`config.mk`:
```
export PLATFORM = sky130hd
export DESIGN_NAME = parity_frame_tx
export DESIGN_NICKNAME = d
export VERILOG_FILES = /design/src/rtl/parity_frame_tx.sv
export SDC_FILE = /design/constraint.sdc
export NUM_CORES = 1
export LEC_CHECK = 0
export CAP_MARGIN = 10
export CORE_MARGIN = 3
export CORE_UTILIZATION = 55
export DETAILED_ROUTE_END_ITERATION = 10
export PLACE_DENSITY_LB_ADDON = 0.12
export SLEW_MARGIN = 25
export SYNTH_ARGS = -nofsm -noshare
export SYNTH_HDL_FRONTEND = slang
export SYNTH_SLANG_ARGS = --single-unit
```
`constraint.sdc`:
```
create_clock -name clk -period 2.78 [get_ports clk]
set_input_delay 0.556 -clock clk [delete_from_list [all_inputs] [get_ports clk]]
set_output_delay 0.556 -clock clk [all_outputs]
set_load 0.01 [all_outputs]
```
`src/rtl/parity_frame_tx.sv`:
```
// Serial frame transmitter fed by the 9-bit parity generator.
// Frame on tx: start(0), DATA_W data bits LSB first, parity bit, stop(1).
// The incoming parity bit is sent unchanged. It is also checked against a
// locally recomputed parity, and any disagreement is reported on par_mismatch.
module parity_frame_tx #(
  parameter int DATA_W       = 9,
  parameter int CLKS_PER_BIT = 4,
  parameter int ODD_PARITY   = 0
) (
  input  logic              clk,
  input  logic              rst_n,
  input  logic [DATA_W-1:0] in_data,
  input  logic              in_par,
  input  logic              in_valid,
  output logic              in_ready,
  output logic              tx,
  output logic              busy,
  output logic              frame_done,
  output logic              par_mismatch
);

  localparam int CW = $clog2(CLKS_PER_BIT + 1);
  localparam int BW = $clog2(DATA_W + 1);

  localparam logic [CW-1:0] TMR_LAST = CW'(CLKS_PER_BIT - 1);
  localparam logic [BW-1:0] BIT_LAST = BW'(DATA_W - 1);
  localparam logic          ODD_BIT  = (ODD_PARITY != 0);

  localparam logic [2:0] S_IDLE   = 3'd0;
  localparam logic [2:0] S_START  = 3'd1;
  localparam logic [2:0] S_DATA   = 3'd2;
  localparam logic [2:0] S_PARITY = 3'd3;
  localparam logic [2:0] S_STOP   = 3'd4;

  logic [2:0]        state, state_nxt;
  logic [DATA_W-1:0] shift_reg, shift_nxt;
  logic              par_bit, par_nxt;
  logic [CW-1:0]     tmr, tmr_nxt;
  logic [BW-1:0]     bit_cnt, bit_cnt_nxt;
  logic              mismatch_nxt;
  logic              tx_nxt;
  logic              accept;
  logic              tmr_wrap;

  assign in_ready = (state == S_IDLE);
  assign accept   = in_valid & in_ready;
  assign tmr_wrap = (tmr == TMR_LAST);

  // Next-state logic: the bit-time timer paces every state except IDLE.
  always_comb begin
    // NOTE: every signal driven here gets a default first so no path can
    // leave one unassigned and infer a latch; combinational blocks use '='.
    state_nxt    = state;
    shift_nxt    = shift_reg;
    par_nxt      = par_bit;
    tmr_nxt      = tmr;
    bit_cnt_nxt  = bit_cnt;
    mismatch_nxt = par_mismatch;
    if (state != S_IDLE) begin
      tmr_nxt = tmr_wrap ? '0 : tmr + CW'(1);
    end
    case (state)
      S_IDLE: begin
        if (accept) begin
          state_nxt    = S_START;
          shift_nxt    = in_data;
          par_nxt      = in_par;
          tmr_nxt      = '0;
          bit_cnt_nxt  = '0;
          mismatch_nxt = in_par ^ (^in_data) ^ ODD_BIT;
        end
      end
      S_START: begin
        if (tmr_wrap) begin
          state_nxt   = S_DATA;
          bit_cnt_nxt = '0;
        end
      end
      S_DATA: begin
        if (tmr_wrap) begin
          shift_nxt   = shift_reg >> 1;
          bit_cnt_nxt = bit_cnt + BW'(1);
          if (bit_cnt == BIT_LAST) begin
            state_nxt = S_PARITY;
          end
        end
      end
      S_PARITY: begin
        if (tmr_wrap) begin
          state_nxt = S_STOP;
        end
      end
      S_STOP: begin
        if (tmr_wrap) begin
          state_nxt = S_IDLE;
        end
      end
      default: begin
        state_nxt = S_IDLE;
        tmr_nxt   = '0;
      end
    endcase
  end

  // Line level for the coming cycle, decoded from the next state so that tx can be a flop.
  always_comb begin
    tx_nxt = 1'b1;
    case (state_nxt)
      S_START:  tx_nxt = 1'b0;
      S_DATA:   tx_nxt = shift_nxt[0];
      S_PARITY: tx_nxt = par_nxt;
      default:  tx_nxt = 1'b1;
    endcase
  end

  // State, datapath and registered outputs; a low rst_n aborts any frame in progress.
  always_ff @(posedge clk) begin
    // NOTE: sequential state uses '<=' so all flops update from pre-edge values.
    if (!rst_n) begin
      state        <= S_IDLE;
      shift_reg    <= '0;
      par_bit      <= 1'b0;
      tmr          <= '0;
      bit_cnt      <= '0;
      tx           <= 1'b1;
      busy         <= 1'b0;
      frame_done   <= 1'b0;
      par_mismatch <= 1'b0;
    end else begin
      state        <= state_nxt;
      shift_reg    <= shift_nxt;
      par_bit      <= par_nxt;
      tmr          <= tmr_nxt;
      bit_cnt      <= bit_cnt_nxt;
      tx           <= tx_nxt;
      busy         <= (state_nxt != S_IDLE);
      frame_done   <= (state_nxt == S_STOP) && (tmr_nxt == TMR_LAST);
      par_mismatch <= mismatch_nxt;
    end
  end

endmodule

```
==> results list, run 1 <==
* Syn Inst Count: 148
- Share of synthesized area occupied by flip-flops and latches: between 30% and 40%
- Die area: 0.00297 sq mm
- Simple-gate portion of the synthesized area: 24.5%
- Clock latency of the later-clocked register in the worst-skew pair: 0.32 ns
* Transition time at the pin with the least slew margin: 0.560 ns
* Nets: 180
- Area growth, synth to finish: 14.8%
- Counting flops and latches in the post-synthesis netlist gives 24.
* Number of clock sinks seen by CTS: 24
- Proportion of synthesized flip-flops having asynchronous set or reset: 0%
- Summing the areas of all fa, ha and maj instances in the mapped netlist gives 2.90% of the synthesized area.
* Largest fanout on the critical path: 12
* Total of max-cap violations: 0
- For this block, the routed nets add up to 2.55 mm of wire.
* Port Buf Inserts: 17
- Count of distinct cell types in the synthesized netlist: 45
* Main combinational cell family by area after synthesis: simple AND/OR/NAND/NOR gates
- The worst register-to-register path has a depth of 6.
- The setup path with the least slack is of type reg -> out.
- Top_reg_cell synth: sky130_fd_sc_hd__dfxtp_1
- Number of enable flip-flop cells after synthesis: 0
- Worst hold path cell count: 2
* Routed length per instance: 13.5 um
- At the end of routability-driven placement, the weighted congestion stood at 0.806.
- Dividing total power by cell area gives a power density of 431 mW/mm^2.
* Leakage component of the power: 0.525 nW
- The initial utilization of the core area, before any placement, comes to 62.1%.
- Dividing the detail-routed via count by the number of cells gives 5.61.
* Post-layout instance count excluding filler cells: 189
- The worst setup path is launched from a register.
- For this run, the number of Yosys warnings is 0.
- Pin placement for this block handled 18 I/O pins.
- The core region is ~0.0021 sq mm.
- Remaining number of nets flagged by the antenna check after routing: 0
* Final period demand of the worst path: 2.38 ns
- In this run the mean area of a mapped cell was just under 9 sq um.
- Share of the synthesized area in compound gates (AO/OA/AOI/OAI): 20.6%
- CTS built an H-tree with a depth of 1.
- Max Slew Vio Count: 0
* Number of flip-flops in the largest register: 9
- First-pass GRT wire length: 4.24 mm
- Measured on the finished design, the core utilization comes to 71.3%.
* Diode insertion count for antenna repair: 0
* Bufs on Longest Clock Path: 2
* Worst rel slew slack: a little over three fifths
- Unrepaired setup endpoints after global routing: no
- Horizontal die dimension: ~54 um
- STA classifies the critical path endpoint as an output port.
* Arrival time at the worst endpoint: 1.83 ns
- After detailed routing, the number of remaining DRC violations is 0.
- Parity-gate share of the synthesized area counting xor and xnor cells: a little over 8%
- Once detailed placement completed, the half-perimeter wirelength came to 1.89 mm.
- Measured along the y axis, the die boundary spans 54.5 um.
- The number of antenna violations at the first check in global routing came to 0.
- Resize count post-CTS: 0
- Once placement completed, the tool counted placed cells totaling 186.
- The tightest hold path in the finished design has a slack of 0.472 ns.
* Clock tree from TritonCTS: done
- Setup violations remaining at the end of the flow were counted as 0.
- Number of CTS-inserted buffers: 3
- In the layout the commonest cells are 24 x sky130_fd_sc_hd__dfxtp_1, 17 x sky130_fd_sc_hd__clkdlybuf4s50_1, 16 x sky130_fd_sc_hd__nand2_1.
- Multiplexer share of the synthesized area: 1.65%
- In the global route stage, overall resource usage came out at about 20%.
- On the final layout, the worst clock skew is 0.0174 ns.
- Most common library cell in the layout ignoring fill and taps: sky130_fd_sc_hd__dfxtp_1
- In the finished design, the share of the clock period the worst path needs comes to 85.8%.
- Achievable clock frequency: 0.419 GHz
- Via total after detailed routing: 1061
- For the final routed database, the setup TNS stands at 0 ns.
* Number of global-route vias before repair: 938
* Maximum ir drop on the vdd rail: 0.407 mV
- Count of hold-fix buffers inserted at cts: 0
- Number of DRC markers in iteration 0: 27
- Mapped Nets: about 160
* Critical Path RT: ~2.2 ns
* Reg clk slew, reported paths: 0.11 ns
- Largest net degree at the start of global routing: 22
* Fraction of layout instances using a drive strength above 1: between 8 and 9%
* Cell area after technology mapping: around 0.0013 sq mm
- The pre-antenna-repair detailed-routing pass consisted of 4 iterations.
- Site Rows: 16
- The run finished with clean final reports.
- Summed over all layers, the global routing overflow is 0.
* Post-CTS Repair Setup Buffers: 0
- The path class of the tightest hold or removal check is reg -> reg.
- The tree is rooted in a sky130_fd_sc_hd__clkbuf_4.
- The final count of hold timing violations was 0.
[cell usage after synthesis (2+ instances only)]
master                     count  area [sq um]
sky130_fd_sc_hd__a21boi_0      4          30.0
sky130_fd_sc_hd__a21boi_1      6          45.0
sky130_fd_sc_hd__a21oi_1       7          35.0
sky130_fd_sc_hd__a22oi_1       7          52.6
sky130_fd_sc_hd__a31oi_1       4          25.0
sky130_fd_sc_hd__and2_1        2          12.5
sky130_fd_sc_hd__buf_4         3          22.5
sky130_fd_sc_hd__clkbuf_1      3          11.3
sky130_fd_sc_hd__dfxtp_1      24           480
sky130_fd_sc_hd__ha_1          3          37.5
sky130_fd_sc_hd__inv_1         4          15.0
sky130_fd_sc_hd__nand2_1      16          60.1
sky130_fd_sc_hd__nand2b_1      3          18.8
sky130_fd_sc_hd__nand3_1       2          10.0
sky130_fd_sc_hd__nand3b_1      2          15.0
sky130_fd_sc_hd__nor2_1       12          45.0
sky130_fd_sc_hd__nor2b_1       2          12.5
sky130_fd_sc_hd__nor3_1        3          15.0
sky130_fd_sc_hd__nor3b_2       2          25.0
sky130_fd_sc_hd__o21a_1        2          15.0
sky130_fd_sc_hd__o21ai_0       3          15.0
sky130_fd_sc_hd__xnor2_1      11          96.3
[worst max-delay path, stage by stage, from the launching register on]
cell and delay (ns):
sky130_fd_sc_hd__dfxtp_1 0.48, sky130_fd_sc_hd__or3_4 0.46, sky130_fd_sc_hd__inv_1 0.07, sky130_fd_sc_hd__clkdlybuf4s50_1 0.53
[routing by layer]
metal	share of wire (%)	track usage (%)	up-vias
met5	0	0	-
met4	0.98	6.22	0
met3	4.3	6.27	4
met2	45	31.1	22
met1	50	26.1	489
li1	-	-	546
[power breakdown]
| part | internal, mW | leakage (nW) | switching [mW] |
|---|---|---|---|
| Combinational | 0.0666 | 0.315 | 0.0554 |
| Sequential | 0.359 | 0.196 | 0.0116 |
| Clock | 0.0507 | 0.0138 | 0.0963 |
[cell type report]
| cell class | instances | area (sq um) |
|---|---|---|
| fill | 170 | 598 |
| sequential | 24 | 480 |
| timing repair buffer | 19 | 185 |
| multi-input combinational | 112 | 747 |
| inverter | 4 | 15.0 |
| tap | 27 | 33.8 |
| clock buffer | 3 | 22.5 |
[stage by stage]
| step | area [sq um] | worst slack (ns) | total power, mW |
|---|---|---|---|
| 3_5_place_dp | 1460 | 0.624 | 0.500 |
| 4_1_cts | 1480 | 0.380 | 0.647 |
| 5_1_grt | 1480 | 0.301 | 0.679 |
| 3_3_place_gp | 1460 | 0.670 | 0.497 |
| 6_report | 1480 | 0.396 | 0.640 |
| 2_1_floorplan | 1290 | 1.18 | 0.456 |
[path summary, 6_finish.rpt]
path	start	endpoint	slack, ns
max	state[0]	in_ready	0.40
min	shift_reg[1]	shift_reg[1]	0.47
max reg2reg	tmr[0]	tx	0.79
min reg2reg	shift_reg[1]	shift_reg[1]	0.47
[kinds of logic (layout without fill, tap and decap cells)]
family                     Yosys count  in the layout
muxes                                2              2
and+or+nand+nor                     56             56
xor gates and xnor gates            12             12
buffers and inverters               12             26
AOI/OAI and AO/OA                   39             39
adders and majority gates            3              3
DFF                                 24             24
Power figures use the tool's default switching activity.
==> run 2: changes to the inputs <==
--- a/config.mk
+++ b/config.mk
@@ -6,6 +6,7 @@
 export NUM_CORES = 1
 export LEC_CHECK = 0
 export CAP_MARGIN = 10
+export CORE_ASPECT_RATIO = 1.4
 export CORE_MARGIN = 3
 export CORE_UTILIZATION = 55
 export DETAILED_ROUTE_END_ITERATION = 10
==> run 2 against run 1 <==
Effect of this change:
- clock-buffer cell count rose by 1
- power is 4.6% higher
- core utilization down 3.2 points
- highest routed layer unchanged
==> results list, run 2 (synthesized netlist as in run 1, its figures left out) <==
- Run status: complete, no violations (unchanged).
* Nets: 181 (was 180)
- Setup slack of the critical path after layout: 0.393 ns (was 0.396 ns)
- Post-CTS Repair Setup Buffers: 0 (unchanged)
- Most frequent cells in the layout: 24 x sky130_fd_sc_hd__dfxtp_1, 17 x sky130_fd_sc_hd__clkdlybuf4s50_1, 16 x sky130_fd_sc_hd__nand2_1 (unchanged).
- Clock latency of the later-clocked register in the worst-skew pair: 0.30 ns (was 0.32 ns)
* Core area: 0.00220 sq mm (was 0.00208 sq mm)
* Site Rows: 20 (was 16)
- The switching power summed over all nets came to 163 uW (about the same).
* Number of flip-flops in the largest register: 9 (unchanged)
* Startpoint kind of the worst setup timing path: register (unchanged)
- The area of combinational cells with multiple inputs is 747 sq um (unchanged).
* First drt pass iteration count: 4 (unchanged)
* Count of fill cells added during filler insertion: 203 (was 170)
- Type of the setup path with the least slack: reg -> out (unchanged)
* HPWL after detailed placement: 1.95 mm (was 1.89 mm)
* Portion of total power attributed to sequential cells: 55.4% (was 58.0%)
- Achievable clock frequency: 0.419 GHz (about the same)
- The internal cell power came to 506 uW (was 476 uW).
- The largest voltage drop on the vdd net is 0.304 mV (was 0.407 mV).
* Power per cell area: 446 mW/mm^2 (was 431 mW/mm^2)
* Largest net degree at the start of global routing: 15 (was 22)
- The post-route clock period utilization is 85.9% (was 85.8%).
* Post-Layout Inst Area: 0.00150 sq mm (was 0.00148 sq mm)
* Final setup violation count: 0 (unchanged)
- Die H: 63.4 um (was 54.5 um)
- The number of buffers inserted by hold repair at cts is 0 (unchanged).
- Number of clock sinks seen by CTS: 24 (unchanged)
- Unrepaired setup endpoints after global routing: no (unchanged)
- The final critical delay including setup and external delays came to 2.39 ns (was 2.38 ns).
- The slew of the pin with the lowest slew margin was 0.490 ns (was 0.560 ns).
- The total number of vias was 1081 (was 1061).
* Part of the power in the clock network: 26.5% (was 23.0%)
* Number of placed instances, taps included: 182 (was 186)
- Initial cell density of the core: 58.7% (was 62.1%)
- The number of top-level design ports is 18 (unchanged).
- All-layer global routing usage: 18.9% (was 20.0%)
- The TritonCTS clock tree is done (unchanged).
- Grt ovf: 0 (unchanged)
- The post-route total power is 669 uW (was 640 uW).
* Final Hold Violating Endpoints: 0 (unchanged)
* H-tree Lvls: 1 (unchanged)
* Critical Path RT: 2.22 ns (about the same)
- Switching part of the total: 24.3% (was 25.5%)
- Diode insertion count for antenna repair: 0 (unchanged)
* Initial antenna violation count: 0 (unchanged)
- The count of input and output buffers was 17 (unchanged).
* Area post-placement: 0.00146 sq mm (about the same)
* Sum Neg Setup Slack: 0 ns (unchanged)
- The final wirelength is 2.47 mm (was 2.55 mm).
* Register area: 480 sq um (unchanged)
- The via count of the first global-routing pass is 1068 (was 938).
* Area growth, synth to finish: 16.0% (was 14.8%)
- The reg2reg setup slack came to 0.78 ns (was 0.79 ns).
- The die outline width came to 47.0 um (was 54.5 um).
* Number of CTS-inserted buffers: 3 (unchanged)
* Worst rel slew slack: 67.3% (was 62.6%)
- The post-detailed-route via-to-cell ratio was 5.81 (was 5.61).
- Final weighted congestion of routability-driven global placement: 0.817 (was 0.806)
- The portion of total power attributed to combinational logic came to 18.1% (was 19.1%).
- The utilization of the core after routing came to 68.1% (was 71.3%).
* Die area: 0.00298 sq mm (was 0.00297 sq mm)
* Bufs on Longest Clock Path: 2 (unchanged)
* Arrival time at the worst endpoint: 1.83 ns (about the same)
- Worst min-delay path category: reg -> reg (unchanged)
* Number of DRC markers in iteration 0: 21 (was 27)
- The max-cap violation count was 0 (unchanged).
- The post-cts gate resize count came to 0 (unchanged).
- The setup slack after placement was 0.639 ns (was 0.624 ns).
* Leakage component of the power: 0.537 nW (was 0.525 nW)
* Critical path endpoint category: output port (unchanged)
* Most common library cell in the layout ignoring fill and taps: sky130_fd_sc_hd__dfxtp_1 (unchanged)
* Reg clk slew, reported paths: 0.12 ns (was 0.11 ns)
- Final clock skew: 0.00125 ns (was 0.0174 ns)
- Fraction of layout instances using a drive strength above 1: 9.76% (was 8.64%)
- Max Slew Vio Count: 0 (unchanged)
- Cell at the root of the clock tree: sky130_fd_sc_hd__clkbuf_4 (unchanged)
- Hold slack: 0.465 ns (was 0.472 ns)
* First-pass GRT wire length: 4.28 mm (was 4.24 mm)
- Remaining number of nets flagged by the antenna check after routing: 0 (unchanged)
* Detailed-route DRC error count: 0 (unchanged)
* Largest fanout on the critical path: 12 (unchanged)
* Routed length per instance: 13.3 um (was 13.5 um)
- The non-filler instance count after layout is 186 (was 189).
run 2: cell type report:
cell class              count  share of cell area, %
multi-input cells         112                   49.8
flip-flops and latches     24                   32.1
repair buffers             20                   12.9
clock buffers               4                   2.42
well taps                  22                   1.84
inverters                   4                   1.00
run 2: path summary, 6_finish.rpt:
kind                                   start           end  cells after the start
worst max register to register        tmr[0]            tx                      6
worst min-delay path            shift_reg[5]  shift_reg[5]                      2
worst max-delay path                state[0]      in_ready                      3
worst min register to register  shift_reg[5]  shift_reg[5]                      2
run 2: layer usage:
layer  part of all wire, %  vias up  GRT usage, %
li1                      -      551             -
met1                    40      508          20.2
met2                    55       18          34.9
met3                   4.1        4          2.86
met4                   1.1        0          6.23
met5                     0        -             0
run 2: power groups by stage:
stage	Sequential (mW)	Combinational, mW	Clock [mW]
4_1_cts	0.371	0.123	0.185
3_3_place_gp	0.378	0.121	0
3_5_place_dp	0.378	0.122	0
2_1_floorplan	0.375	0.0811	0
6_report	0.370	0.121	0.177
5_1_grt	0.373	0.136	0.200
run 2: worst max-delay path, stage by stage (launching register included):
cell	delay, ns
sky130_fd_sc_hd__dfxtp_1	0.48
sky130_fd_sc_hd__or3_4	0.46
sky130_fd_sc_hd__inv_1	0.06
sky130_fd_sc_hd__clkdlybuf4s50_1	0.53
==> run 3: changes to the inputs <==
--- a/config.mk
+++ b/config.mk
@@ -6,10 +6,11 @@
 export NUM_CORES = 1
 export LEC_CHECK = 0
 export CAP_MARGIN = 10
-export CORE_ASPECT_RATIO = 1.4
+export CORE_ASPECT_RATIO = 1.5
 export CORE_MARGIN = 3
 export CORE_UTILIZATION = 55
 export DETAILED_ROUTE_END_ITERATION = 10
+export GPL_ROUTABILITY_DRIVEN = 0
 export PLACE_DENSITY_LB_ADDON = 0.12
 export SLEW_MARGIN = 25
 export SYNTH_ARGS = -nofsm -noshare
==> run 3 against run 2 <==
Effect of this change:
- power grew 11%
- largest power group unchanged
- maximum frequency shrank 0.26%
- via count grew 1.1%
- register-to-register slack lost 0.08 ns
- critical path depth is the same
- routed wire length grew 7.0%
==> results list, run 3 (synthesized netlist as in run 1, its figures left out) <==
* Run status: complete, no violations (unchanged)
- Type of the setup path with the least slack: reg -> out (unchanged)
- Leakage component of the power: 0.544 nW (was 0.537 nW)
- The number of buffers inserted by hold repair at cts is 0 (unchanged).
- Arrival time at the worst endpoint: 1.84 ns (was 1.83 ns)
* Clock latency of the later-clocked register in the worst-skew pair: 0.31 ns (was 0.30 ns)
- Max layer used: met4 (unchanged)
* Number of placed instances, taps included: 182 (unchanged)
- Portion of total power attributed to sequential cells: 50.0% (was 55.4%)
- Horizontal die dimension: 45.6 um (was 47.0 um)
- Initial antenna violation count: 0 (unchanged)
* Via/cell ratio: 5.88 (was 5.81)
- Diode insertion count for antenna repair: 0 (unchanged)
- The largest clock skew in the final design is 0.00494 ns (was 0.00125 ns).
- HPWL after detailed placement: 1.97 mm (was 1.95 mm)
- Worst-path cell chain: or3_4 -> inv_1 -> clkdlybuf4s50_1 (unchanged)
- Resize count post-CTS: 0 (unchanged)
- The placement-stage cell area was 0.00146 sq mm (unchanged).
* IO Count: 18 (unchanged)
- Core area: 0.00213 sq mm (was 0.00220 sq mm)
- The TritonCTS clock tree is done (unchanged).
* Post-Layout Inst Area: 0.00152 sq mm (was 0.00150 sq mm)
- The critical path launch point type was a register (unchanged).
- Transition time at the pin with the least slew margin: 0.499 ns (was 0.490 ns)
- The delay of the slowest cell on the worst path came to 0.52 ns (was 0.53 ns).
* Detailed-route DRC error count: 0 (unchanged)
* H-tree Lvls: 1 (unchanged)
- The non-filler instance count after layout is 186 (unchanged).
- Number of flip-flops in the largest register: 9 (unchanged)
- The number of clock sinks is 24 (unchanged).
- Site Rows: 20 (unchanged)
- The average wire length per cell after detail routing is 14.2 um (was 13.3 um).
- Amount of wire on met2 after detailed routing: 1.43 mm (was 1.36 mm)
* Post-layout utilization of the core: 71.2% (was 68.1%)
- Unrepaired setup endpoints after global routing: no (unchanged)
- The internal cell power is 572 uW (was 506 uW).
- The headroom to the max-slew limit is 66.7% (was 67.3%).
* Final Routed Wirelength: 2.64 mm (was 2.47 mm)
- Period utilisation layout: 86.1% (was 85.9%)
- Fraction of power consumed by combinational cells: 16.5% (was 18.1%)
- Via total after detailed routing: 1093 (was 1081)
- Sw Pwr: 170 uW (was 163 uW)
- Final period demand of the worst path: 2.39 ns (about the same)
* Fraction of layout instances using a drive strength above 1: 9.76% (unchanged)
- Most frequent cells in the layout: 24 x sky130_fd_sc_hd__dfxtp_1, 17 x sky130_fd_sc_hd__clkdlybuf4s50_1, 16 x sky130_fd_sc_hd__nand2_1 (unchanged).
- The relative area change from synthesis to final layout came to 17.2% (was 16.0%).
- Number of global-route vias before repair: 1085 (was 1068)
* Initial cell density of the core: 60.8% (was 58.7%)
* Port Buf Inserts: 17 (unchanged)
- The wire length of the first global-routing pass came to 4.59 mm (was 4.28 mm).
* Setup slack of the critical path after layout: 0.387 ns (was 0.393 ns)
- Cell at the root of the clock tree: sky130_fd_sc_hd__clkbuf_4 (unchanged)
* Remaining number of nets flagged by the antenna check after routing: 0 (unchanged)
* Achievable clock frequency: 0.418 GHz (was 0.419 GHz)
- The element type at the critical path end is an output port (unchanged).
* Final Hold Violating Endpoints: 0 (unchanged)
* Largest fanout on the critical path: 12 (unchanged)
- Hold slack: 0.467 ns (was 0.465 ns)
- The largest buffer count on any clock path is 2 (unchanged).
- The required arrival time at the worst endpoint was 2.22 ns (about the same).
- The number of DRC markers in iteration 0 came to 44 (was 21).
- Power per cell area: 490 mW/mm^2 (was 446 mW/mm^2)
- The worst min-delay path class is reg -> reg (unchanged).
- All-layer global routing usage: 20.6% (was 18.9%)
- Nets: 181 (unchanged)
- The fraction of power consumed by the clock network was 33.6% (was 26.5%).
- The slowest stage cell on the critical path was sky130_fd_sc_hd__clkdlybuf4s50_1 (unchanged).
- The largest voltage drop on the vdd net was 0.394 mV (was 0.304 mV).
* Power Total: 742 uW (was 669 uW)
- The final max-slew violation count is 0 (unchanged).
* Number of CTS-inserted buffers: 3 (unchanged)
- The setup slack after placement came to 0.618 ns (was 0.639 ns).
- Total of max-cap violations: 0 (unchanged)
* First drt pass iteration count: 4 (unchanged)
- The die area came to 0.00298 sq mm (about the same).
* Largest net degree at the start of global routing: 15 (unchanged)
- The final-report setup violation count came to 0 (unchanged).
* Reg clk slew, reported paths: 0.13 ns (was 0.12 ns)
- The total global routing overflow came to 0 (unchanged).
* Switching part of the total: 22.9% (was 24.3%)
* Die H: 65.4 um (was 63.4 um)
- Routed metal-1 wirelength: 1.07 mm (was 975 um)
- Sum Neg Setup Slack: 0 ns (unchanged)
- The most frequent standard cell in the layout excluding fill and tap cells is sky130_fd_sc_hd__dfxtp_1 (unchanged).
- Post-CTS Repair Setup Buffers: 0 (unchanged)
- Met3 wire len: 102 um (was 100 um)
==> run 3: cell type report <==
cell class              count  area, sq um
multi-input cells         112          747
fillers                   179          612
flip-flops and latches     24          480
repair buffers             20          193
clock inverters             1         30.0
well taps                  22         27.5
clock buffers               3         22.5
inverters                   4         15.0
==> run 3: layer usage <==
metal | GRT usage, % | vias to the layer above
met4 | 8.42 | 0
met2 | 36.7 | 20
met3 | 3.01 | 4
li1 | - | 551
met5 | 0 | -
met1 | 23.0 | 518
==> run 3: final timing paths <==
kind                            slack [ns]            to  depth (start not counted)         start
worst max-delay path                  0.39      in_ready                          3      state[0]
worst min-delay path                  0.47  shift_reg[4]                          2  shift_reg[4]
worst max register to register        0.70            tx                          6        tmr[0]
worst min register to register        0.47  shift_reg[4]                          2  shift_reg[4]
==> run 3: power groups by stage <==
stage	clock network [mW]	logic, mW	registers (mW)
6_report	0.249	0.122	0.371
5_1_grt	0.273	0.135	0.373
4_1_cts	0.255	0.124	0.370
3_5_place_dp	0	0.123	0.378
3_3_place_gp	0	0.121	0.378
2_1_floorplan	0	0.0811	0.375
==> run 3: worst max-delay path: cells and delay by family (launching register included) <==
kind	cells	cell delay, ns
buffers and inverters	2	0.58
AND/OR/NAND/NOR	1	0.46
flip-flops	1	0.48
